File: config.mk
export PLATFORM = sky130hd
export DESIGN_NAME = discovery_reply_tx
export DESIGN_NICKNAME = d
export VERILOG_FILES = /design/src/rtl/discovery_reply_tx.sv
export SDC_FILE = /design/constraint.sdc
export NUM_CORES = 1
export LEC_CHECK = 0
export CAP_MARGIN = 30
export CORE_ASPECT_RATIO = 1.75
export CORE_UTILIZATION = 55
export CTS_CLUSTER_SIZE = 40
export DETAILED_ROUTE_END_ITERATION = 8
export PLACE_DENSITY = 0.83
export REMOVE_ABC_BUFFERS = 1
export SYNTH_ARGS = -nofsm -noshare
export SYNTH_HDL_FRONTEND = slang
export SYNTH_SLANG_ARGS = --single-unit
File: constraint.sdc
create_clock -name tx_clock -period 5.99 [get_ports tx_clock]
set_input_delay 1.198 -clock tx_clock [delete_from_list [all_inputs] [get_ports tx_clock]]
set_output_delay 1.198 -clock tx_clock [all_outputs]
set_load 0.1 [all_outputs]
File: src/rtl/discovery_reply_tx.sv
// HPSDR discovery reply transmitter: accepts the synchronised discovery request with a
// four-phase ACK, then streams the fixed reply payload byte-wise to the UDP transmit arbiter.
module discovery_reply_tx #(
  parameter int unsigned PAYLOAD_LEN   = 60,
  parameter logic [7:0]  CODE_VERSION  = 8'd13,
  parameter logic [7:0]  BOARD_ID      = 8'd1,
  parameter logic [15:0] GRANT_TIMEOUT = 16'd50000
) (
  input  logic        tx_clock,
  input  logic        reset_n,
  input  logic        discovery_reply,
  input  logic        run,
  input  logic [47:0] local_mac,
  input  logic        tx_grant,
  input  logic        tx_ready,
  output logic        discovery_ACK,
  output logic        sending_sync,
  output logic        tx_request,
  output logic        tx_valid,
  output logic [7:0]  tx_data,
  output logic        tx_last,
  output logic [15:0] tx_length
);

  typedef enum logic [1:0] {IDLE, REQ, SEND} main_state_t;
  typedef enum logic {ACK_IDLE, ACK_HIGH} ack_state_t;

  localparam logic [7:0] LAST_IDX = 8'(PAYLOAD_LEN - 1);

  main_state_t main_state_reg;
  ack_state_t  ack_state_reg;
  logic        req_meta_reg;
  logic        req_s;
  logic        run_reg;
  logic [47:0] mac_reg;
  logic [7:0]  byte_idx_reg;
  logic [15:0] timeout_cnt_reg;
  logic        start;
  logic [7:0]  idx_next;

  assign tx_length = 16'(PAYLOAD_LEN);
  assign idx_next  = byte_idx_reg + 8'd1;
  // A request is only taken when the previous one has been released and no reply is in flight.
  assign start     = (ack_state_reg == ACK_IDLE) && req_s && (main_state_reg == IDLE);

  function automatic logic [7:0] payload_byte(input logic [7:0] idx, input logic run_l,
                                              input logic [47:0] mac);
    logic [7:0] b;
    b = 8'h00;
    case (idx)
      8'd0:    b = 8'hEF;
      8'd1:    b = 8'hFE;
      8'd2:    b = run_l ? 8'h03 : 8'h02;
      8'd3:    b = mac[47:40];
      8'd4:    b = mac[39:32];
      8'd5:    b = mac[31:24];
      8'd6:    b = mac[23:16];
      8'd7:    b = mac[15:8];
      8'd8:    b = mac[7:0];
      8'd9:    b = CODE_VERSION;
      8'd10:   b = BOARD_ID;
      default: b = 8'h00;
    endcase
    return b;
  endfunction

  always_ff @(posedge tx_clock or negedge reset_n) begin
    if (!reset_n) begin
      req_meta_reg  <= 1'b0;
      req_s         <= 1'b0;
      ack_state_reg <= ACK_IDLE;
      discovery_ACK <= 1'b0;
      run_reg       <= 1'b0;
      mac_reg       <= 48'd0;
    end else begin
      req_meta_reg <= discovery_reply;
      req_s        <= req_meta_reg;
      case (ack_state_reg)
        ACK_IDLE: begin
          if (start) begin
            discovery_ACK <= 1'b1;
            run_reg       <= run;
            mac_reg       <= local_mac;
            ack_state_reg <= ACK_HIGH;
          end
        end
        ACK_HIGH: begin
          if (!req_s) begin
            discovery_ACK <= 1'b0;
            ack_state_reg <= ACK_IDLE;
          end
        end
        default: ack_state_reg <= ACK_IDLE;
      endcase
    end
  end

  always_ff @(posedge tx_clock or negedge reset_n) begin
    if (!reset_n) begin
      main_state_reg  <= IDLE;
      sending_sync    <= 1'b0;
      tx_request      <= 1'b0;
      tx_valid        <= 1'b0;
      tx_data         <= 8'h00;
      tx_last         <= 1'b0;
      byte_idx_reg    <= 8'd0;
      timeout_cnt_reg <= 16'd0;
    end else begin
      case (main_state_reg)
        IDLE: begin
          if (start) begin
            main_state_reg  <= REQ;
            sending_sync    <= 1'b1;
            tx_request      <= 1'b1;
            timeout_cnt_reg <= 16'd0;
          end
        end
        REQ: begin
          if (tx_grant) begin
            main_state_reg <= SEND;
            byte_idx_reg   <= 8'd0;
            tx_valid       <= 1'b1;
            tx_data        <= payload_byte(8'd0, run_reg, mac_reg);
            tx_last        <= (LAST_IDX == 8'd0);
          end else if (timeout_cnt_reg == GRANT_TIMEOUT - 16'd1) begin
            main_state_reg <= IDLE;
            sending_sync   <= 1'b0;
            tx_request     <= 1'b0;
          end else begin
            timeout_cnt_reg <= timeout_cnt_reg + 16'd1;
          end
        end
        SEND: begin
          // Grant is deliberately not re-checked here; the arbiter holds it for the whole packet.
          if (tx_ready) begin
            if (tx_last) begin
              main_state_reg <= IDLE;
              tx_valid       <= 1'b0;
              tx_data        <= 8'h00;
              tx_last        <= 1'b0;
              tx_request     <= 1'b0;
              sending_sync   <= 1'b0;
            end else begin
              byte_idx_reg <= idx_next;
              tx_data      <= payload_byte(idx_next, run_reg, mac_reg);
              tx_last      <= (idx_next == LAST_IDX);
            end
          end
        end
        default: main_state_reg <= IDLE;
      endcase
    end
  end

endmodule

==> results.py <==
metrics = {
    "clock_tree": {
        "numCtsBuffers": 9,
        "tritoncts": "done",
        "cts.root.buffer_cell": "sky130_fd_sc_hd__clkbuf_16",
        "clock_pin_slew_on_the_worst_setup_and_hold_paths_ps": 60,
        "post_cts_resized": 0,
        "clock_latency_ps": 340,
        "clkSinkCount": 90,
        "htree_levels": 3,
        "cts_buffer_depth": 2,
        "postCtsSetupBuffers": 0,
        "cts.hold.buffers_added": 0,
    },
    "detailed_routing": {
        "route.vias.total": 3604,
        "wl_per_cell_um": 18.6,
        "number_of_vias_per_cell_after_detailed_routing": 6.13,
        "final_antenna_net_count": 0,
        "firstDrtPassIters": 7,
        "first_iter_violations": 388,
        "route.final.wire_length_mm": 10.9,
        "post-route-drc-count": 6,
    },
    "logic_synthesis": {
        "syn_area_um2": 4630,
        "ys_seq_elements": 90,
        "syn_avg_cell_area_um2": 10.7,
        "synth.distinct_cells": 57,
        "synth_sequential_area_ratio_pct": 48.6,
        "async_reset_ff_share_pct": 100,
        "synth_edf_count": 0,
        "synth-warning-count": 0,
        "syn-instance-count": 434,
        "postSynth.topFlopCell": "sky130_fd_sc_hd__dfrtp_1",
    },
    "final_layout": {
        "syn_to_final_growth_pct": 19.9,
        "largest_register_ffs": 48,
        "multi_input_comb_area_um2": 2170,
        "antennaDiodeCount": 0,
        "fin_cells": 588,
        "final_design_area_no_fill_um2": 5550,
        "layout-drive-gt1-share_pct": 15.1,
        "design.final.nets": 554,
        "fillCellCount": 600,
        "sequential_cell_area_um2": 2250,
        "utilization_pct": 67.7,
    },
    "grt": {
        "grt_antenna_before_repair": 0,
        "globalRouteMet1Util_pct": 30.4,
        "grt_use_met2_pct": 47.1,
        "grt_util_met3_pct": 5.95,
        "globalRouteTotalUtil_pct": 26.8,
        "grt-busiest-layer": "met2",
        "maximum_number_of_pins_on_one_net_before_global_route_repair": 76,
        "gr-total-overflow": 0,
        "first_global_vias": 3677,
        "grt_pass1_wl_mm": 17.9,
    },
    "power": {
        "report.power.total_mw": 2.52,
        "leakage_nw": 2.29,
        "sw_frac_of_total_pct": 39.7,
        "switchingPower_mw": 1.00,
        "power.density_nw_per_um2": 454,
        "power.internal_mw": 1.52,
        "part_of_the_power_in_the_clock_network_pct": 21.3,
        "sequentialPowerShare_pct": 38.1,
        "comb_power_share_pct": 40.6,
        "peakVddDrop_v": 0.000342,
    },
    "outcome": {
        "run_status": "finished, violations left",
        "violations_in_the_final_reports": "design-rule violations",
    },
    "timing": {
        "final-hold-violation-count": 0,
        "fin_worst_skew_ps": 6.27,
        "fin_crit_ps": 3250,
        "worst-slew-pin-transition_ps": 1090,
        "max_slew_margin_pct": 26.3,
        "setup-tns-final_ps": 0,
        "final_min_period_over_clock_period_pct": 54.3,
        "grt_setup_unrepaired": "false",
        "drv_slew": 0,
        "setup_violation_total_in_the_final_timing_report": 0,
        "achievable-frequency_mhz": 308,
    },
    "placement": {
        "placedInstanceArea_um2": 5270,
        "globalplace.congestion": 0.852,
        "port_buffers": 66,
        "dpl.hpwl_mm": 7.57,
        "dp_cells": 572,
    },
    "flow_run": {
        "maxCapViolCount": 0,
    },
    "worst_setup_path": {
        "kind_of_cell_with_the_highest_combined_delay_on_the_critical_path": "buffers and inverters",
        "critPathLaunchType": "flop",
        "critical_path.cell_chain": "clkdlybuf4s50_1",
        "critPathCaptureType": "output pin",
        "worstSetupPathType": "flop to output pin",
        "cpPeakStageDelay_ps": 1200,
        "worst_ep_required_time_ps": 4790,
        "timing.critical_path.arrival_ps": 2050,
        "cp_bufs_invs": 1,
        "critPathMaxFanout": 8,
        "critical_path.slowest_cell": "sky130_fd_sc_hd__clkdlybuf4s50_1",
    },
    "floorplan": {
        "initial_core_util_pct": 56.5,
        "dieHeight_um": 123,
        "design.die.area_um2": 8810,
        "core_area_um2": 8200,
        "die_w_um": 71.4,
        "i_o_pin_cnt": 83,
        "fp-row-count": 44,
    },
    "min_path": {
        "hold_path.class": "flop to flop",
    },
}
## metrics by stage
step / hold slack (ps) / setup slack (ps)
after floorplan: 331 / 2560
after global placement: 333 / 2610
after CTS: 355 / 2760
final: 353 / 2740
after global routing: 371 / 2610
after detailed placement: 336 / 2530
## placed cells by master, fill, tap and decap left out, types with 3 or more instances in the layout
cell type,Yosys,routed
sky130_fd_sc_hd__clkbuf_16,0,9
sky130_fd_sc_hd__a22o_1,5,5
sky130_fd_sc_hd__conb_1,2,16
sky130_fd_sc_hd__nand4_1,5,5
sky130_fd_sc_hd__clkdlybuf4s50_1,0,65
sky130_fd_sc_hd__and3_1,7,7
sky130_fd_sc_hd__nand3_1,7,7
sky130_fd_sc_hd__ha_1,9,9
sky130_fd_sc_hd__a31oi_1,3,3
sky130_fd_sc_hd__a211oi_1,4,4
sky130_fd_sc_hd__mux2_2,49,49
sky130_fd_sc_hd__dfrtp_1,90,90
sky130_fd_sc_hd__inv_1,11,11
sky130_fd_sc_hd__a22oi_1,16,16
sky130_fd_sc_hd__a21boi_0,3,3
sky130_fd_sc_hd__o21ai_0,27,27
sky130_fd_sc_hd__nor2_1,27,27
sky130_fd_sc_hd__a21oi_1,17,17
sky130_fd_sc_hd__nor3_1,6,6
sky130_fd_sc_hd__xor2_1,5,5
sky130_fd_sc_hd__nor2b_1,3,3
sky130_fd_sc_hd__nand2_1,38,38
sky130_fd_sc_hd__nand2b_1,4,4
sky130_fd_sc_hd__o31ai_1,7,7
sky130_fd_sc_hd__xnor2_1,14,14
sky130_fd_sc_hd__clkbuf_8,0,3
## layer usage
layer / part of all wire (%) / vias to the layer above / routed length, µm
li1: - / 1643 / -
met1: 38 / 1785 / 4180
met2: 54 / 135 / 5890
met3: 4.0 / 41 / 440
met4: 3.9 / 0 / 429
met5: 0 / - / 0
## final cells by class
| cell class | count | share of cell area (%) |
|---|---|---|
| flip-flops and latches | 90 | 40.5 |
| multi-input cells | 311 | 39.0 |
| repair buffers | 68 | 12.5 |
| clock buffers | 14 | 4.93 |
| well taps | 92 | 2.07 |
| inverters | 11 | 0.743 |
| clock inverters | 2 | 0.180 |
## power by group through the flow
stage	logic, mW	registers, mW	clock network [mW]
after global routing	1.09	0.982	0.572
after floorplan	0.537	1.17	0
after global placement	0.986	0.955	0
after detailed placement	1.02	0.967	0
after CTS	1.02	0.958	0.547
final	1.02	0.960	0.538
## synthesized netlist by cell type (all sizes together), types with 2 or more instances
master | n | area share, %
o22ai | 2 | 0.27
o31ai | 9 | 1.7
mux2 | 49 | 12
a22o | 5 | 0.95
ha | 9 | 2.4
a221oi | 2 | 0.38
and4 | 2 | 0.38
nor3 | 6 | 0.65
nor4bb | 2 | 0.43
xnor2 | 14 | 2.6
a31oi | 3 | 0.41
a21boi | 3 | 0.49
dfrtp | 90 | 49
inv | 11 | 0.89
o21bai | 2 | 0.32
a21oi | 17 | 1.8
o221a | 3 | 0.73
a22oi | 16 | 2.6
a211oi | 5 | 0.92
clkbuf | 15 | 1.2
o211ai | 2 | 0.32
nand2 | 38 | 3.1
and2 | 3 | 0.49
nand4 | 5 | 0.68
buf | 21 | 3.6
nand2b | 4 | 0.54
conb | 2 | 0.16
xor2 | 5 | 0.95
nor2b | 3 | 0.41
and3 | 8 | 1.2
o21ai | 29 | 3.1
nor2 | 27 | 2.2
nand3 | 8 | 0.97
## logic make-up (layout without fill, tap and decap cells)
family / Yosys count / count (layout) / synth area share, %
AND/OR/NAND/NOR: 110 / 110 / 11.6
other: 2 / 16 / 0.162
multiplexers: 49 / 49 / 11.9
XOR/XNOR: 19 / 19 / 3.59
buffers and inverters: 47 / 95 / 5.70
flip-flops: 90 / 90 / 48.6
AO/OA/AOI/OAI: 108 / 108 / 16.0
adder cells (fa/ha/maj): 9 / 9 / 2.43
## path summary, 6_finish.rpt
kind / start / to / slack [ps] / cells past startpoint
min reg2reg: req_meta_reg / req_s / 350 / 0
max reg2reg: byte_idx_reg[0] / tx_data[7] / 3190 / 5
max: tx_last / tx_last / 2740 / 1
min: req_meta_reg / req_s / 350 / 0
min in group asynchronous: reset_n / req_s / 720 / 1
max in group asynchronous: reset_n / mac_reg[24] / 4640 / 2
No activity file was read; power rests on OpenSTA's default activity.
